[src/rtl/alu_issue_if.sv]
// Handshake bundle between the fetch/regfile side, the ALU issue stage and execute.
// The issue stage takes the slave modport; the producer/consumer side takes master.
interface alu_issue_if #(
  parameter int unsigned ISSUE_CNT_W = 32
);
  logic                   in_valid;
  logic                   in_ready;
  logic [31:0]            instr;
  logic [31:0]            rs1_data;
  logic [31:0]            rs2_data;
  logic                   flush;
  logic                   ex_valid;
  logic                   ex_ready;
  logic [31:0]            ex_a;
  logic [31:0]            ex_b;
  logic [3:0]             ex_alucon;
  logic [4:0]             ex_rd;
  logic                   ex_we;
  logic                   illegal;
  logic [ISSUE_CNT_W-1:0] issue_count;

  modport slave (
    input  in_valid, instr, rs1_data, rs2_data, flush, ex_ready,
    output in_ready, ex_valid, ex_a, ex_b, ex_alucon, ex_rd, ex_we, illegal, issue_count
  );

  modport master (
    output in_valid, instr, rs1_data, rs2_data, flush, ex_ready,
    input  in_ready, ex_valid, ex_a, ex_b, ex_alucon, ex_rd, ex_we, illegal, issue_count
  );
endinterface

[src/rtl/alu_issue_stage.sv]
// RV32I ALU decode/issue stage: decodes R/I-type ALU ops, conditions operands and
// issues them through a 2-entry skid buffer (main drives ex_*, skid holds overflow).
module alu_issue_stage #(
  parameter int unsigned ISSUE_CNT_W = 32
) (
  input  logic         clk,
  input  logic         rst_n,
  alu_issue_if.slave   bus
);

  localparam int unsigned XLEN  = 32;
  localparam int unsigned OP_W  = 4;
  localparam int unsigned RD_W  = 5;
  localparam int unsigned SHW   = 5;

  localparam logic [6:0] OPC_R   = 7'b0110011;
  localparam logic [6:0] OPC_I   = 7'b0010011;
  localparam logic [6:0] F7_ZERO = 7'b0000000;
  localparam logic [6:0] F7_ALT  = 7'b0100000;

  localparam logic [OP_W-1:0] OP_ADD = 4'b0000;
  localparam logic [OP_W-1:0] OP_SUB = 4'b0001;
  localparam logic [OP_W-1:0] OP_XOR = 4'b0010;
  localparam logic [OP_W-1:0] OP_OR  = 4'b0011;
  localparam logic [OP_W-1:0] OP_AND = 4'b0100;
  localparam logic [OP_W-1:0] OP_SLL = 4'b0101;
  localparam logic [OP_W-1:0] OP_SRL = 4'b0110;

  typedef struct packed {
    logic [XLEN-1:0] a;
    logic [XLEN-1:0] b;
    logic [OP_W-1:0] op;
    logic [RD_W-1:0] rd;
    logic            we;
  } ent_t;

  ent_t                   main_q, main_d, skid_q, skid_d, dec;
  logic                   main_v_q, main_v_d, skid_v_q, skid_v_d;
  logic                   illegal_q, illegal_d;
  logic [ISSUE_CNT_W-1:0] cnt_q, cnt_d;
  logic                   dec_ok, is_r, is_i, f7_zero;
  logic [XLEN-1:0]        src_b;
  logic                   accept, push, consume;

  // Instruction decode and operand selection for the incoming word.
  always_comb begin
    is_r    = (bus.instr[6:0] == OPC_R);
    is_i    = (bus.instr[6:0] == OPC_I);
    f7_zero = (bus.instr[31:25] == F7_ZERO);
    src_b   = is_r ? bus.rs2_data : {{(XLEN-12){bus.instr[31]}}, bus.instr[31:20]};
    dec_ok  = 1'b0;
    dec.a   = bus.rs1_data;
    dec.b   = src_b;
    dec.op  = OP_ADD;
    dec.rd  = bus.instr[11:7];
    dec.we  = |bus.instr[11:7];
    if (is_r || is_i) begin
      case (bus.instr[14:12])
        3'b000: begin
          if (is_i || f7_zero) begin
            dec.op = OP_ADD;
            dec_ok = 1'b1;
          end else if (bus.instr[31:25] == F7_ALT) begin
            dec.op = OP_SUB;
            dec_ok = 1'b1;
          end
        end
        3'b100: begin dec.op = OP_XOR; dec_ok = is_i || f7_zero; end
        3'b110: begin dec.op = OP_OR;  dec_ok = is_i || f7_zero; end
        3'b111: begin dec.op = OP_AND; dec_ok = is_i || f7_zero; end
        3'b001: begin dec.op = OP_SLL; dec_ok = f7_zero; end
        3'b101: begin dec.op = OP_SRL; dec_ok = f7_zero; end
        default: dec_ok = 1'b0;
      endcase
    end
    // The ALU shifts by all of B, so only the 5-bit shamt may reach it.
    if (dec.op == OP_SLL || dec.op == OP_SRL) begin
      dec.b = {{(XLEN-SHW){1'b0}}, src_b[SHW-1:0]};
    end
  end

  assign accept  = bus.in_valid && !skid_v_q;
  assign push    = accept && dec_ok && !bus.flush;
  assign consume = main_v_q && bus.ex_ready;

  // Skid buffer next state; skid is empty whenever a push can occur.
  always_comb begin
    main_d    = main_q;
    skid_d    = skid_q;
    main_v_d  = main_v_q;
    skid_v_d  = skid_v_q;
    illegal_d = accept && !dec_ok && !bus.flush;
    cnt_d     = consume ? cnt_q + ISSUE_CNT_W'(1) : cnt_q;
    if (bus.flush) begin
      main_v_d = 1'b0;
      skid_v_d = 1'b0;
    end else if (consume) begin
      if (skid_v_q) begin
        main_d   = skid_q;
        skid_v_d = 1'b0;
      end else if (push) begin
        main_d = dec;
      end else begin
        main_v_d = 1'b0;
      end
    end else if (push) begin
      if (!main_v_q) begin
        main_d   = dec;
        main_v_d = 1'b1;
      end else begin
        skid_d   = dec;
        skid_v_d = 1'b1;
      end
    end
  end

  always_ff @(posedge clk or negedge rst_n) begin
    if (!rst_n) begin
      main_q    <= '0;
      skid_q    <= '0;
      main_v_q  <= 1'b0;
      skid_v_q  <= 1'b0;
      illegal_q <= 1'b0;
      cnt_q     <= '0;
    end else begin
      main_q    <= main_d;
      skid_q    <= skid_d;
      main_v_q  <= main_v_d;
      skid_v_q  <= skid_v_d;
      illegal_q <= illegal_d;
      cnt_q     <= cnt_d;
    end
  end

  assign bus.in_ready    = !skid_v_q;
  assign bus.ex_valid    = main_v_q;
  assign bus.ex_a        = main_q.a;
  assign bus.ex_b        = main_q.b;
  assign bus.ex_alucon   = main_q.op;
  assign bus.ex_rd       = main_q.rd;
  assign bus.ex_we       = main_q.we;
  assign bus.illegal     = illegal_q;
  assign bus.issue_count = cnt_q;

endmodule

[src/flat_wrapper.sv]
// flat-port wrapper written by rule: the top's interface ports become plain ports
module alu_issue_stage_flat 
#(
  parameter int unsigned ISSUE_CNT_W = 32
)
  (clk, rst_n, bus_in_valid, bus_instr, bus_rs1_data, bus_rs2_data, bus_flush, bus_ex_ready, bus_in_ready, bus_ex_valid, bus_ex_a, bus_ex_b, bus_ex_alucon, bus_ex_rd, bus_ex_we, bus_illegal, bus_issue_count);
  alu_issue_if #(.ISSUE_CNT_W(ISSUE_CNT_W)) bus_i ();
  input  logic clk;
  input  logic rst_n;
  input wire logic [$bits(bus_i.in_valid)-1:0] bus_in_valid;
  input wire logic [$bits(bus_i.instr)-1:0] bus_instr;
  input wire logic [$bits(bus_i.rs1_data)-1:0] bus_rs1_data;
  input wire logic [$bits(bus_i.rs2_data)-1:0] bus_rs2_data;
  input wire logic [$bits(bus_i.flush)-1:0] bus_flush;
  input wire logic [$bits(bus_i.ex_ready)-1:0] bus_ex_ready;
  output wire logic [$bits(bus_i.in_ready)-1:0] bus_in_ready;
  output wire logic [$bits(bus_i.ex_valid)-1:0] bus_ex_valid;
  output wire logic [$bits(bus_i.ex_a)-1:0] bus_ex_a;
  output wire logic [$bits(bus_i.ex_b)-1:0] bus_ex_b;
  output wire logic [$bits(bus_i.ex_alucon)-1:0] bus_ex_alucon;
  output wire logic [$bits(bus_i.ex_rd)-1:0] bus_ex_rd;
  output wire logic [$bits(bus_i.ex_we)-1:0] bus_ex_we;
  output wire logic [$bits(bus_i.illegal)-1:0] bus_illegal;
  output wire logic [$bits(bus_i.issue_count)-1:0] bus_issue_count;
  assign bus_i.in_valid = bus_in_valid;
  assign bus_i.instr = bus_instr;
  assign bus_i.rs1_data = bus_rs1_data;
  assign bus_i.rs2_data = bus_rs2_data;
  assign bus_i.flush = bus_flush;
  assign bus_i.ex_ready = bus_ex_ready;
  assign bus_in_ready = bus_i.in_ready;
  assign bus_ex_valid = bus_i.ex_valid;
  assign bus_ex_a = bus_i.ex_a;
  assign bus_ex_b = bus_i.ex_b;
  assign bus_ex_alucon = bus_i.ex_alucon;
  assign bus_ex_rd = bus_i.ex_rd;
  assign bus_ex_we = bus_i.ex_we;
  assign bus_illegal = bus_i.illegal;
  assign bus_issue_count = bus_i.issue_count;
  alu_issue_stage #(.ISSUE_CNT_W(ISSUE_CNT_W)) u_core (.clk(clk), .rst_n(rst_n), .bus(bus_i));
endmodule
[config.mk]
export PLATFORM = sky130hd
export DESIGN_NAME = alu_issue_stage_flat
export DESIGN_NICKNAME = d
export VERILOG_FILES = /design/src/rtl/alu_issue_if.sv /design/src/rtl/alu_issue_stage.sv /design/src/flat_wrapper.sv
export SDC_FILE = /design/constraint.sdc
export NUM_CORES = 1
export LEC_CHECK = 0
export BUFFER_PORTS_ARGS = -buffer_cell sky130_fd_sc_hd__buf_2
export CAP_MARGIN = 20
export CORE_MARGIN = 4
export CORE_UTILIZATION = 42
export CTS_BUF_LIST = sky130_fd_sc_hd__clkbuf_8 sky130_fd_sc_hd__clkbuf_16
export CTS_CLUSTER_DIAMETER = 120
export CTS_CLUSTER_SIZE = 12
export DETAILED_ROUTE_END_ITERATION = 12
export GPL_TIMING_DRIVEN = 1
export PLACE_DENSITY = 0.66
export SLEW_MARGIN = 40
export SYNTH_ARGS = -nofsm -noshare
export SYNTH_HDL_FRONTEND = slang
export SYNTH_SLANG_ARGS = --single-unit
[constraint.sdc]
create_clock -name clk -period 4.75 [get_ports clk]
set_clock_uncertainty 0.2 [all_clocks]
set_input_delay 0.2375 -clock clk [delete_from_list [all_inputs] [get_ports clk]]
set_output_delay 0.2375 -clock clk [all_outputs]
set_load 0.02 [all_outputs]
==> results of run 1 <==
## metrics by stage
step | instances | area, µm² | total power (W) | worst slack [ns]
finish | 1383 | 11000 | 0.00327 | 1.77
global route | 1383 | 11000 | 0.00340 | 1.67
CTS | 1381 | 10900 | 0.00331 | 1.61
detailed placement | 1275 | 9580 | 0.00185 | 1.46
global placement | 1273 | 9510 | 0.00184 | 1.49
floorplan | 842 | 8250 | 0.00172 | 2.60
## cell usage after synthesis (6+ instances only)
| cell type | number | area [µm²] |
|---|---|---|
| sky130_fd_sc_hd__nand2_1 | 308 | 1160 |
| sky130_fd_sc_hd__dfrtp_1 | 181 | 4530 |
| sky130_fd_sc_hd__mux2_1 | 51 | 574 |
| sky130_fd_sc_hd__a21oi_1 | 33 | 165 |
| sky130_fd_sc_hd__o21ai_0 | 33 | 165 |
| sky130_fd_sc_hd__clkbuf_1 | 30 | 113 |
| sky130_fd_sc_hd__nor2_1 | 27 | 101 |
| sky130_fd_sc_hd__o31ai_1 | 27 | 203 |
| sky130_fd_sc_hd__xnor2_1 | 23 | 201 |
| sky130_fd_sc_hd__mux2_2 | 21 | 236 |
| sky130_fd_sc_hd__nand3_1 | 14 | 70.1 |
| sky130_fd_sc_hd__mux2i_1 | 12 | 120 |
| sky130_fd_sc_hd__nand4_1 | 9 | 56.3 |
| sky130_fd_sc_hd__xor2_1 | 8 | 70.1 |
| sky130_fd_sc_hd__and4_1 | 7 | 61.3 |
| sky130_fd_sc_hd__buf_6 | 7 | 78.8 |
| sky130_fd_sc_hd__and3_1 | 6 | 37.5 |
## cell type report
type                    count  area (µm²)  area share (%)
clock buffers              18         439            4.01
well taps                 265         332            3.03
inverters                   4        15.0           0.137
flip-flops and latches    181        4530            41.3
clock inverters            13         148            1.35
diodes                      1        2.50          0.0228
multi-input cells         611        3530            32.2
repair buffers            290        1960            17.9
## critical path, delay by kind of cell
kind	cells	cell delay [ns]
buffers and inverters	4	1.22
AOI/OAI and AO/OA	2	0.64
and+or+nand+nor	1	0.57
muxes	1	0.38
## timing repair
item	in CTS	in global routing
hold buffers	75	0
resized for setup	0	0
hold endpoints to repair	218	0
## power by group through the flow
stage	clock network, W	logic, W	registers [W]
6_report	0.00140	0.000277	0.00159
3_5_place_dp	0	0.000232	0.00161
5_1_grt	0.00151	0.000307	0.00159
3_3_place_gp	0	0.000228	0.00161
4_1_cts	0.00145	0.000281	0.00159
2_1_floorplan	0	0.0000649	0.00165
## registers in the layout, indices dropped and copies added, names as in the netlist
register and count:
u_core.bus.ex_valid 1, u_core.skid_v_q 1, u_core.bus.ex_a 32, u_core.bus.ex_b 32
u_core.bus.issue_count 32, u_core.skid_q 73, u_core.bus.ex_rd 5, u_core.bus.ex_alucon 3
u_core.bus.illegal 1, u_core.bus.ex_we 1
## routing by layer
layer	wire, µm	track usage, %
met2	9970	31.7
met5	0	0
met4	329	5.27
met1	9890	26.8
met3	833	3.63
## how the worst max path moves through the flow
stage / startpoint / end / slack [ns] / cells after the start
after floorplan: u_core.bus.issue_count[9] / u_core.bus.issue_count[27] / 2.60 / 5
after global placement: bus_instr[26] / u_core.bus.ex_b[11] / 1.49 / 7
after CTS: bus_flush / u_core.bus.ex_a[29] / 1.61 / 7
after detailed placement: bus_instr[26] / u_core.bus.ex_a[29] / 1.46 / 7
final: bus_flush / u_core.bus.ex_a[13] / 1.77 / 8
after global routing: bus_flush / u_core.bus.ex_we / 1.67 / 8
## cells by family (layout without fill, tap and decap cells)
family,Yosys count,count (layout)
compound gates,106,106
xor+xnor,31,31
fa+ha+maj,1,1
buf+inv,50,325
flops,181,181
mux,84,84
other cells,1,2
simple gates,388,388
==> impl_summary.log, run 1 <==
[metrics] detailed-route via count: 6769
[metrics] pin count of the biggest net entering global routing: 114
[metrics] core area: 0.0194 mm²
[metrics] DRT antenna net count: 0
[metrics] global-route usage over all layers: 19.4%
[metrics] netlist area before placement: 0.00825 mm²
[metrics] PwrDens: 298 mW/mm²
[metrics] drt first pass iters: 5
[metrics] series of cell instances along the critical path: dlygate4sd3_1 -> buf_2 -> nor3b_1 -> o211ai_2 -> o21ai_4 -> buf_16 -> buf_12 -> mux2_1
[metrics] CTS H-tree lvls: 4
[metrics] Total Negative Setup Slacks: 0 ns
[metrics] hold path endpoint: u_core.skid_q[34]
[metrics] synthesis-stage register bit count: 181
[metrics] area growth from synthesis to final layout: 32.7%
[metrics] number of hold violations in the final report: 0
[metrics] worst reg2reg path endpoint: u_core.bus.ex_a[13]
[metrics] Gate power share: 8.5%
[metrics] gpl congestion: 0.782
[metrics] Data required, critical path: 4.85 ns
[metrics] Max Transition Viols Final: 0
[metrics] Tcrit/Tclk final: 62.8%
[metrics] fill cell instance count of the final layout: 1742
[metrics] maximum clock frequency: 335 MHz
[metrics] total number of placement rows: 51
[metrics] YS warnings: 0
[metrics] Compound-Gate Fraction of Synth Area: 7.96%
[metrics] flop2flop setup slack: 1.87 ns
[metrics] simple-gate portion of the synthesized area: 19.4%
[metrics] clock insertion delay at the later pin of the skew report: 0.41 ns
[metrics] count of flip-flops with a built-in enable after synthesis: 0
[metrics] instance count along the most critical hold path: 3
[metrics] number of buffers inserted during clock tree synthesis: 17
[metrics] fraction of final layout cells sized beyond drive strength 1: 25.0%
[metrics] Worst Reg-to-Reg Cells: 6
[metrics] count of mapped cells out of synthesis: 842
[metrics] DPL Wire Length: 13600 µm
[metrics] Net Count, Synth: 944
[metrics] Nets: 1207
[metrics] kind of end point of the critical path: flop
[metrics] arrival time worst endpoint: 3.08 ns
[metrics] Max Root-Sink Buffers: 2
[metrics] delay contributed by the slowest stage of the critical path: 0.57 ns
[metrics] worst rel slew slack: 51.6%
[metrics] per-cell via count in the routed design: 4.89
[metrics] commonest non-fill, non-tap cell in the layout: sky130_fd_sc_hd__nand2_1
[metrics] Final Routed Wirelength: 21000 µm
[metrics] part of the total power dissipated in sequential elements: 48.5%
[metrics] combinational family with the most area after synthesis: simple AND/OR/NAND/NOR gates
[metrics] Root Driver: sky130_fd_sc_hd__clkbuf_16
[metrics] start-to-end type of the worst setup path: primary input to flop
[metrics] Sw Pwr: 0.000775 W
[metrics] number of buffers inserted by port buffering: 203
[metrics] share of synthesized area occupied by flip-flops and latches: 54.9%
[metrics] critical path peak fanout: 53
[metrics] global-route wire length before repair: 34700 µm
[metrics] TritonCTS clock tree: yes
[metrics] area of the die: 0.0220 mm²
[metrics] worst hold margin: 0.0207 ns
[metrics] Die Height: 148 µm
[metrics] ys flop type: sky130_fd_sc_hd__dfrtp_1
[metrics] start of the worst register-to-register path: u_core.skid_v_q
[metrics] most frequent cells in the layout: 307 x sky130_fd_sc_hd__nand2_1, 202 x sky130_fd_sc_hd__buf_2, 181 x sky130_fd_sc_hd__dfrtp_1
[metrics] total clock sinks: 181
[metrics] drt drc: 0
[metrics] clock transition at the register clock pins on the worst setup and hold paths after CTS: 0.07 ns
[metrics] static leakage: 5.83 nW
[metrics] average wire per cell in the routed design: 15.2 µm
[metrics] average instance area after synthesis: 9.80 µm²
[metrics] Worst Min Path Start: bus_rs2_data[24]
[metrics] adder and majority cell fraction of the synthesized area: 0.152%
[metrics] type of the most critical hold path: primary input to flop
[metrics] post-layout min period: 2.98 ns
[metrics] unrepaired setup endpoints after global routing: no
[metrics] initial antenna violation count: 1
[metrics] post-CTS setup-driven buffer insertion count: 0
[metrics] Die Width: 148 µm
[metrics] core occupancy in the finished layout: 56.5%
[metrics] via count of the first global-routing pass: 6839
[metrics] Sw Share: 23.7%
[metrics] Internal Pwr Total: 0.00249 W
[metrics] starting DRC count in detailed routing: 319
[metrics] # Max-Cap Violations: 0
[metrics] post-synthesis async set-or-reset flop share: 100%
[metrics] largest voltage drop on the vdd net: 0.000216 V
[metrics] Remaining Overflow, GRT: 0
[metrics] XOR/XNOR share of the synthesized area: 3.29%
[metrics] Max stage delay cell, worst path: sky130_fd_sc_hd__nor3b_1
[metrics] Clock Power Share: 43.0%
[metrics] number of unique standard cell types used by synthesis: 45
[metrics] run status: completed
[metrics] # IOs: 210
[metrics] Initial Util: 42.5%
[metrics] slew at the pin closest to its max-slew limit: 0.724 ns
[metrics] type of origin of the critical path: primary input
[metrics] endpoints failing setup: 0
[metrics] post-synthesis mux area share: 11.3%
Note: power is estimated with default switching activity, not from simulation.
==> inputs of run 2 (changes only) <==
Settings changed: PLACE_DENSITY 0.66 to 0.68.
Clock period 4.75 ns to 2.46 ns, I/O delays scaled along.
==> impl_summary.log, run 2 (synthesized netlist as in run 1, its figures left out) <==
[metrics] clock transition at the register clock pins on the worst setup and hold paths after CTS: 0.07 ns (about the same)
[metrics] drt first pass iters: 4 (-1)
[metrics] Placed Cells incl. Taps: 1289 (+1.1%)
[metrics] DPL Wire Length: 13700 µm (+0.23%)
[metrics] largest register by flop count: u_core.skid_q
[metrics] Sw Pwr: 0.00153 W (+98%)
[metrics] most frequent cell on the critical path: sky130_fd_sc_hd__dlygate4sd3_1
[metrics] kind of end point of the critical path: flop
[metrics] commonest non-fill, non-tap cell in the layout: sky130_fd_sc_hd__nand2_1
[metrics] maximum clock frequency: 424 MHz
[metrics] Initial Util: 42.5% (unchanged)
[metrics] total clock sinks: 181 (unchanged)
[metrics] total number of placement rows: 51 (unchanged)
[metrics] pin count of the biggest net entering global routing: 62 (-46%)
[metrics] largest voltage drop on the vdd net: 0.000455 V (+110%)
[metrics] number of hold violations in the final report: 0 (unchanged)
[metrics] Total Negative Setup Slacks: 0 ns (unchanged)
[metrics] most utilized layer in the global route result: met2
[metrics] met2 capacity usage during global routing: 32.3% (+0.64 points)
[metrics] Sw Share: 24.1% (+0.37 points)
[metrics] average wire per cell in the routed design: 15.3 µm (+0.51%)
[metrics] Root Driver: sky130_fd_sc_hd__clkbuf_16
[metrics] Clock Power Share: 43.1% (about the same)
[metrics] Die Height: 148 µm (unchanged)
[metrics] global-route usage over all layers: 19.7% (+0.30 points)
[metrics] Final Routed Wirelength: 21600 µm (+2.8%)
[metrics] run status: completed
[metrics] worst rel slew slack: 64.9% (+13 points)
[metrics] series of cell instances along the critical path: dlygate4sd3_1 -> buf_2 -> inv_1 -> nor3_4 -> buf_12 -> mux2i_1 -> dlygate4sd3_1 -> o21ai_0 -> mux2_1
[metrics] kind of cell adding the most delay to the critical path: buffers and inverters
[metrics] number of buffers inserted by port buffering: 203 (unchanged)
[metrics] number of buffers inserted during clock tree synthesis: 17 (unchanged)
[metrics] area of the die: 0.0220 mm² (unchanged)
[metrics] ant diodes: 0 (-1)
[metrics] delay contributed by the slowest stage of the critical path: 0.60 ns (+0.03 ns)
[metrics] most frequent cells in the layout: 307 x sky130_fd_sc_hd__nand2_1, 202 x sky130_fd_sc_hd__buf_2, 181 x sky130_fd_sc_hd__dfrtp_1
[metrics] fraction of final layout cells sized beyond drive strength 1: 25.7% (+0.67 points)
[metrics] number of flip-flops in the largest register: 73 (unchanged)
[metrics] global-route wire length before repair: 35300 µm (+1.6%)
[metrics] post-layout min period: 2.36 ns
[metrics] detailed-route via count: 6997 (+3.4%)
[metrics] Max Root-Sink Buffers: 2 (unchanged)
[metrics] critical path peak fanout: 10 (-81%)
[metrics] core area: 0.0194 mm² (unchanged)
[metrics] starting DRC count in detailed routing: 293 (-8.2%)
[metrics] part of the total power dissipated in sequential elements: 48.1% (-0.4 points)
[metrics] type of origin of the critical path: primary input
[metrics] endpoints failing setup: 0 (unchanged)
[metrics] area growth from synthesis to final layout: 36.4%
[metrics] # IOs: 210 (unchanged)
[metrics] met3 Usage GRT: 3.05% (-0.58 points)
[metrics] TritonCTS clock tree: yes
[metrics] type of the most critical hold path: primary input to flop
[metrics] Tcrit/Tclk final: 95.8%
[metrics] static leakage: 6.00 nW (+2.9%)
[metrics] global routing usage on met1: 27.0% (+0.20 points)
[metrics] start-to-end type of the worst setup path: primary input to flop
[metrics] clock insertion delay at the later pin of the skew report: 0.42 ns (about the same)
[metrics] core occupancy in the finished layout: 58.0% (+1.6 points)
[metrics] gpl congestion: 0.778 (-0.50%)
[metrics] Worst Path Buf+Inv: 5 (+1)
[metrics] Final Total Pwr: 0.00637 W (+95%)
[metrics] initial antenna violation count: 0 (-1)
[metrics] per-cell via count in the routed design: 4.94 (+1.0%)
[metrics] arrival time worst endpoint: 2.46 ns (-0.62 ns)
[metrics] via count of the first global-routing pass: 6903 (+0.94%)
[metrics] Max Transition Viols Final: 0 (unchanged)
[metrics] slew at the pin closest to its max-slew limit: 0.525 ns (-0.199 ns)
[metrics] number of non-filler instances in the completed layout: 1415 (+2.3%)
[metrics] drt drc: 0 (unchanged)
[metrics] Gate power share: 8.8% (+0.3 points)
[metrics] Data required, critical path: 2.57 ns (-2.28 ns)
[metrics] Nets: 1239 (+2.7%)
[metrics] Remaining Overflow, GRT: 0 (unchanged)
[metrics] Max stage delay cell, worst path: sky130_fd_sc_hd__dlygate4sd3_1
[metrics] Die Width: 148 µm (unchanged)
[metrics] # Max-Cap Violations: 0 (unchanged)
[metrics] Internal Pwr Total: 0.00483 W (+94%)
[metrics] CTS H-tree lvls: 4 (unchanged)
[metrics] PwrDens: 565 mW/mm² (+90%)
[metrics] DRT antenna net count: 0 (unchanged)
run 2: through the flow:
step / hold slack, ns / setup slack, ns / cell area, µm²
6_report: 0.0219 / 0.104 / 11300
5_1_grt: 0.0454 / -0.00887 / 11300
4_1_cts: 0.00277 / 0.0197 / 11200
3_5_place_dp: -0.0478 / 0.0741 / 9720
3_3_place_gp: -0.0483 / 0.0639 / 9710
2_1_floorplan: -0.373 / 0.312 / 8250
run 2: power groups by stage:
stage	sequential, W	clock (W)	combinational [W]
after floorplan	0.00319	0	0.000125
after global placement	0.00312	0	0.000446
after detailed placement	0.00312	0	0.000451
after CTS	0.00306	0.00282	0.000561
after global routing	0.00307	0.00293	0.000618
final	0.00306	0.00274	0.000558
run 2: routing by layer:
| layer | share of wire [%] | vias up | wire (µm) |
|---|---|---|---|
| li1 | - | 3406 | - |
| met1 | 46 | 3385 | 9970 |
| met2 | 47 | 180 | 10300 |
| met3 | 4.7 | 26 | 1020 |
| met4 | 1.7 | 0 | 371 |
| met5 | 0 | - | 0 |
run 2: area by class of cell:
class                           count  area (µm²)
Fill cell                        1715        8140
Sequential cell                   181        4530
Multi-Input combinational cell    611        3520
Timing Repair Buffer              322        2270
Clock buffer                       18         439
Tap cell                          265         332
Clock inverter                     14         150
Inverter                            4        15.0
run 2: final timing paths:
| path | end | cells after the start | startpoint | slack (ns) |
|---|---|---|---|---|
| max in group asynchronous | u_core.skid_q[66] | 3 | rst_n | 1.27 |
| min in group asynchronous | u_core.bus.ex_a[25] | 2 | rst_n | 0.06 |
| worst min-delay path | u_core.bus.ex_b[5] | 4 | bus_instr[25] | 0.02 |
| worst max-delay path | u_core.bus.ex_b[10] | 9 | bus_instr[5] | 0.10 |
| worst min register to register | u_core.skid_q[44] | 2 | u_core.skid_q[44] | 0.27 |
| worst max register to register | u_core.bus.ex_b[5] | 6 | u_core.skid_v_q | 0.28 |
run 2: tightest hold or removal path, stage by stage:
cell                      delay [ns]
sky130_fd_sc_hd__buf_2          0.09
sky130_fd_sc_hd__mux2i_1        0.09
sky130_fd_sc_hd__o21ai_0        0.17
sky130_fd_sc_hd__mux2_1         0.13
run 2: timing repair:
item,CTS,global route
buffers inserted,0,3
resized for setup,0,1
hold buffers,90,0
setup endpoints to repair,0,5
hold endpoints to repair,305,0
